`src/rtl/vsub_row_sat_pipeline.sv`:
```
// Two-stage pipelined f1[i] = sat32(e[i] - temp[i]) over 8 elements, with an
// ap_start/ap_done/ap_ready/ap_idle handshake and a loop-init flow controller.
module vsub_row_sat_pipeline #(
  parameter logic [19:0] E_0 = 20'h00000,
  parameter logic [19:0] E_1 = 20'h00010,
  parameter logic [19:0] E_2 = 20'h00100,
  parameter logic [19:0] E_3 = 20'h01000,
  parameter logic [19:0] E_4 = 20'h10000,
  parameter logic [19:0] E_5 = 20'h7FFFF,
  parameter logic [19:0] E_6 = 20'hFFFFF,
  parameter logic [19:0] E_7 = 20'h00001
) (
  input  logic        ap_clk,
  input  logic        ap_rst,
  input  logic        ap_start,
  output logic        ap_done,
  output logic        ap_idle,
  output logic        ap_ready,
  output logic [2:0]  temp_V_address0,
  output logic        temp_V_ce0,
  input  logic [31:0] temp_V_q0,
  output logic [2:0]  f1_V_address0,
  output logic        f1_V_ce0,
  output logic        f1_V_we0,
  output logic [31:0] f1_V_d0
);

  logic [3:0]  i;
  logic        init_flag;
  logic        valid1;
  logic [2:0]  idx1;
  logic [19:0] e_q;

  logic        ap_loop_init;
  logic [3:0]  index;
  logic        exit_cond;
  logic [19:0] rom_data;
  logic [32:0] ret;

  assign ap_loop_init    = init_flag & ap_start;
  assign index           = ap_loop_init ? 4'd0 : i;
  assign exit_cond       = ap_start & (index == 4'd8);

  assign ap_done         = exit_cond;
  assign ap_ready        = exit_cond;
  assign ap_idle         = ~ap_start & ~valid1;

  // On the exit cycle index[2:0] is 0, so the discarded read lands at address 0.
  assign temp_V_address0 = index[2:0];
  assign temp_V_ce0      = ap_start;

  always_comb begin
    rom_data = '0;
    case (index[2:0])
      3'd0: rom_data = E_0;
      3'd1: rom_data = E_1;
      3'd2: rom_data = E_2;
      3'd3: rom_data = E_3;
      3'd4: rom_data = E_4;
      3'd5: rom_data = E_5;
      3'd6: rom_data = E_6;
      3'd7: rom_data = E_7;
      default: rom_data = '0;
    endcase
  end

  always_ff @(posedge ap_clk) begin
    if (ap_rst) begin
      i         <= '0;
      init_flag <= 1'b1;
      valid1    <= 1'b0;
      idx1      <= '0;
      e_q       <= '0;
    end else begin
      if (temp_V_ce0) e_q <= rom_data;
      valid1 <= ap_start & ~exit_cond;
      if (exit_cond)
        init_flag <= 1'b1;
      else if (ap_start)
        init_flag <= 1'b0;
      if (ap_start && !exit_cond) begin
        idx1 <= index[2:0];
        i    <= index + 4'd1;
      end
    end
  end

  assign ret = {13'b0, e_q} - {temp_V_q0[31], temp_V_q0};

  always_comb begin
    f1_V_d0 = ret[31:0];
    if (ret[32] != ret[31])
      f1_V_d0 = ret[32] ? 32'h80000000 : 32'h7FFFFFFF;
  end

  assign f1_V_address0 = idx1;
  assign f1_V_ce0      = valid1;
  assign f1_V_we0      = valid1;

endmodule

```
`config.mk`:
```
export PLATFORM = sky130hd
export DESIGN_NAME = vsub_row_sat_pipeline
export DESIGN_NICKNAME = d
export VERILOG_FILES = /design/src/rtl/vsub_row_sat_pipeline.sv
export SDC_FILE = /design/constraint.sdc
export NUM_CORES = 1
export LEC_CHECK = 0
export ABC_CLOCK_PERIOD_IN_PS = 5900
export CAP_MARGIN = 10
export CORE_MARGIN = 5
export CORE_UTILIZATION = 50
export DETAILED_ROUTE_END_ITERATION = 10
export GPL_TIMING_DRIVEN = 0
export PLACE_DENSITY = 0.88
export SLEW_MARGIN = 20
export SYNTH_ARGS = -nofsm -noshare
export SYNTH_HDL_FRONTEND = slang
export SYNTH_SLANG_ARGS = --single-unit
```
`constraint.sdc`:
```
create_clock -name ap_clk -period 5.9 [get_ports ap_clk]
set_input_delay 0.59 -clock ap_clk [delete_from_list [all_inputs] [get_ports ap_clk]]
set_output_delay 0.59 -clock ap_clk [all_outputs]
set_load 0.02 [all_outputs]
```
==> summary.md <==
| Metric | Value |
|---|---|
| Post-Synth XOR/XNOR Area | `9.047%` |
| Buf/Inv on CP | `4` |
| Clock Power Share | `25.8%` |
| Post-layout util | `72.33%` |
| Post-Synthesis Net Count | `383` |
| Detail Placement HPWL | `5.230 mm` |
| Post-synth EDFFs | `0` |
| Setup violators final | `0` |
| Adder-cell share of the synthesized area | `14.86%` |
| Die Wd | `78.17 um` |
| Clock period minus final worst setup slack | `5.118 ns` |
| IO buf count | `77` |
| Status | `completed` |
| CP max-delay cell | `clkdlybuf4s50_1` |
| Initial antenna violation count | `0` |
| Fmax | `195.4 MHz` |
| Synthesized cell area | `0.002323 mm^2` |
| Largest stage delay, worst path | `0.59 ns` |
| I/O pin cnt | `79` |
| H-tree depth | `1` |
| DP Cell Count | `450` |
| Final Skew | `0.006577 ns` |
| Core Region | `0.004444 mm^2` |
| Die area | `0.006111 mm^2` |
| Register share of total power | `30.4%` |
| Internal power | `0.0002521 W` |
| Multiplexer share of the synthesized area | `1.292%` |
| Clock Sinks | `16` |
| Register bit total from synthesis | `16` |
| WL final | `6.527 mm` |
| Setup bufs post-CTS | `0` |
| Post-route ant nets | `0` |
| NetSw | `0.0001231 W` |
| Post-synthesis sequential area ratio | `13.79%` |
| Placer's final routability congestion estimate | `0.9255` |
| Leak | `1.398 nW` |
| Critical path type | `in2out` |
| Crit path launch type | `input port` |
| Row cnt | `24` |
| Fin cells | `454` |
| Area growth syn-to-layout | `38.34%` |
| Post-CTS sizing | `0` |
| Crit path DAT | `4.53 ns` |
| WP data required | `5.31 ns` |
| Setup tns final | `0 ns` |
| Max transition margin | `50.82%` |
| GRT Util Overall | `20.03%` |
| Final Hold Slack | `0.4757 ns` |
| Root buf cell | `clkbuf_8` |
| Via/cell ratio | `5.676` |
| Routed vias | `2577` |
| Critical Path End Type | `output port` |
| Final Total Pwr | `0.0003752 W` |
| Final #Nets | `465` |
| Yosys warnings | `0` |
| Largest family of logic cells by synthesized area | `compound AO/OA/AOI/OAI gates` |
| Worst-case clock buffer depth | `2` |
| Worst-path cell chain | `clkdlybuf4s50_1, ha_1, inv_1, fa_1, a211oi_1, o211ai_2, a41oi_2, a211oi_1, o21ai_2, nor3b_2, buf_6, o21ai_0, clkdlybuf4s50_1` |
| Drc violations | `0` |
| FF+latch area | `320.3 um^2` |
| FFs w/ async S/R, synth | `0%` |
| Power Density | `116.7 mW/mm^2` |
| RSZ-0062 raised after global routing | `false` |
| Number of distinct library cells after synthesis | `52` |
| CTS Buf Count | `3` |
| Vias in the first global route | `2339` |
| Dominant synthesized flop cell | `dfxtp_1` |
| Routed WL per cell | `14.38 um` |
| Initial Utilization | `52.28%` |
| Hold-fix buffers, CTS | `0` |
| Hold Path Class | `reg2reg` |
| Clk slew on worst S/H paths | `0.06 ns` |
| Final Hold Viols | `0` |
| Switching Fraction | `32.81%` |
| Peak supply drop | `0.1707 mV` |
| Cell family with most CP delay | `compound AO/OA/AOI/OAI gates` |
| Ant. Diodes | `0` |
| Final Max Slew Viols | `0` |
| Grt total ovfl | `0` |
| Post-Synth Simple-Gate Area | `22.19%` |
| Max-Cap Viols | `0` |
| CP max FO | `10` |
| Largest net degree at the start of global routing | `17` |
| Die height | `78.17 um` |
| Layout cells sized above 1 | `8.209%` |
| Comb power frac | `43.8%` |
| Multi-input gate area | `0.001798 mm^2` |
| CTS tree | `yes` |
| Global-route wire length before repair | `10.51 mm` |
| Slew @ Worst Pin | `0.7367 ns` |
| Fill cell count | `350` |
| Syn_area_per_cell | `7.238 um^2` |
| Fin crit share | `86.75%` |
| Pre-antenna DRT Iters | `4` |
| Clock latency on the worst-skew pair | `0.25 ns` |
| DR iter-0 viols | `217` |
| Post-synthesis compound-gate area fraction | `29.99%` |
| Cell count after synthesis | `321` |
-- Yosys cell counts (all sizes together), types with 2 or more instances --
master	n	area share (%)
a211oi	5	1.6
a21boi	4	1.3
a21o	9	2.9
a21oi	29	6.4
a31oi	2	0.54
a41oi	3	1.8
and2	3	0.81
and3	2	0.54
buf	8	3.0
clkbuf	7	1.2
dfxtp	16	14
ha	26	14
inv	29	4.7
mux2i	3	1.3
nand2	30	5.9
nand2b	5	1.3
nand3	5	1.1
nand4	3	0.81
nor2	27	4.4
nor2b	3	0.81
nor3	12	2.6
nor3b	3	1.2
nor4	2	0.54
o211ai	5	1.8
o21a	3	0.97
o21ai	35	7.9
o31a	2	0.75
o31ai	2	0.65
or2	3	0.81
or3	2	0.54
xnor2	16	6.0
xor2	8	3.0
-- area by class of cell --
class / instances / area share [%]
multi-input combinational: 261 / 55.94
inverter: 29 / 3.387
timing repair buffer: 77 / 23.98
clock buffer: 4 / 1.713
sequential: 16 / 9.965
buffer: 15 / 2.997
tap: 52 / 2.024
-- flip-flops by register name, summed over array words and instances, names as in the netlist --
name           count
init_flag          1
e_q                7
i                  4
f1_V_address0      3
f1_V_ce0           1
-- metrics by stage --
step	area (um^2)	setup WS, ns
6_report	3214	0.7819
5_1_grt	3214	0.5605
4_1_cts	3214	0.8399
3_5_place_dp	3159	0.8754
3_3_place_gp	3159	0.9161
2_1_floorplan	2323	2.286
-- placed cells by master (no fill, tap or decap), types with 3 or more instances in the layout --
cell | netlist | routed
nor2b_1 | 3 | 3
nand2_1 | 20 | 20
a21o_1 | 9 | 9
inv_1 | 29 | 29
buf_6 | 3 | 3
a21boi_0 | 4 | 4
clkdlybuf4s50_1 | 0 | 77
o211ai_1 | 4 | 4
ha_1 | 26 | 26
dfxtp_1 | 16 | 16
a211oi_1 | 5 | 5
xnor2_1 | 16 | 16
nor2_1 | 27 | 27
nor3_1 | 12 | 12
o21ai_0 | 31 | 31
a21oi_1 | 28 | 28
clkbuf_1 | 6 | 6
xor2_1 | 8 | 8
buf_4 | 4 | 4
mux2i_1 | 3 | 3
clkbuf_8 | 0 | 4
and2_1 | 3 | 3
o21a_1 | 3 | 3
nand4_1 | 3 | 3
nand2b_1 | 5 | 5
nand3_1 | 5 | 5
nand2_2 | 10 | 10
-- worst min-delay path, stage by stage, from the launching register on --
cell and delay [ns]:
dfxtp_1 0.32, nand2_1 0.06, a21oi_1 0.05
-- routing by layer --
metal,vias up,wire (um),track usage (%)
met3,4,420,3.318
li1,1299,-,-
met1,1184,2933,25.86
met2,90,3135,35.10
met5,-,0,0
met4,0,36,4.196
-- power groups by stage --
stage / clock network (W) / registers (W) / logic, W
CTS: 0.0000986 / 0.000114 / 0.000164
global placement: 0 / 0.000116 / 0.000160
floorplan: 0 / 0.000117 / 0.0000880
detailed placement: 0 / 0.000117 / 0.000164
global route: 0.000105 / 0.000115 / 0.000177
finish: 0.0000968 / 0.000114 / 0.000164
-- kinds of logic (layout without fill, tap and decap cells) --
kind of cell,Yosys count,count (layout)
adder cells (fa/ha/maj),27,27
AO/OA/AOI/OAI,105,105
multiplexers,3,3
flip-flops,16,16
AND/OR/NAND/NOR,102,102
XOR/XNOR,24,24
buffers and inverters,44,125
-- path summary, 6_finish.rpt --
check	start	to	slack (ns)	cells past startpoint
worst max-delay path	temp_V_q0[0]	f1_V_d0[20]	0.78	13
worst min register to register	e_q[19]	e_q[19]	0.48	2
worst max register to register	init_flag	i[1]	3.80	8
worst min-delay path	e_q[19]	e_q[19]	0.48	2
Power figures use the tool's default switching activity.
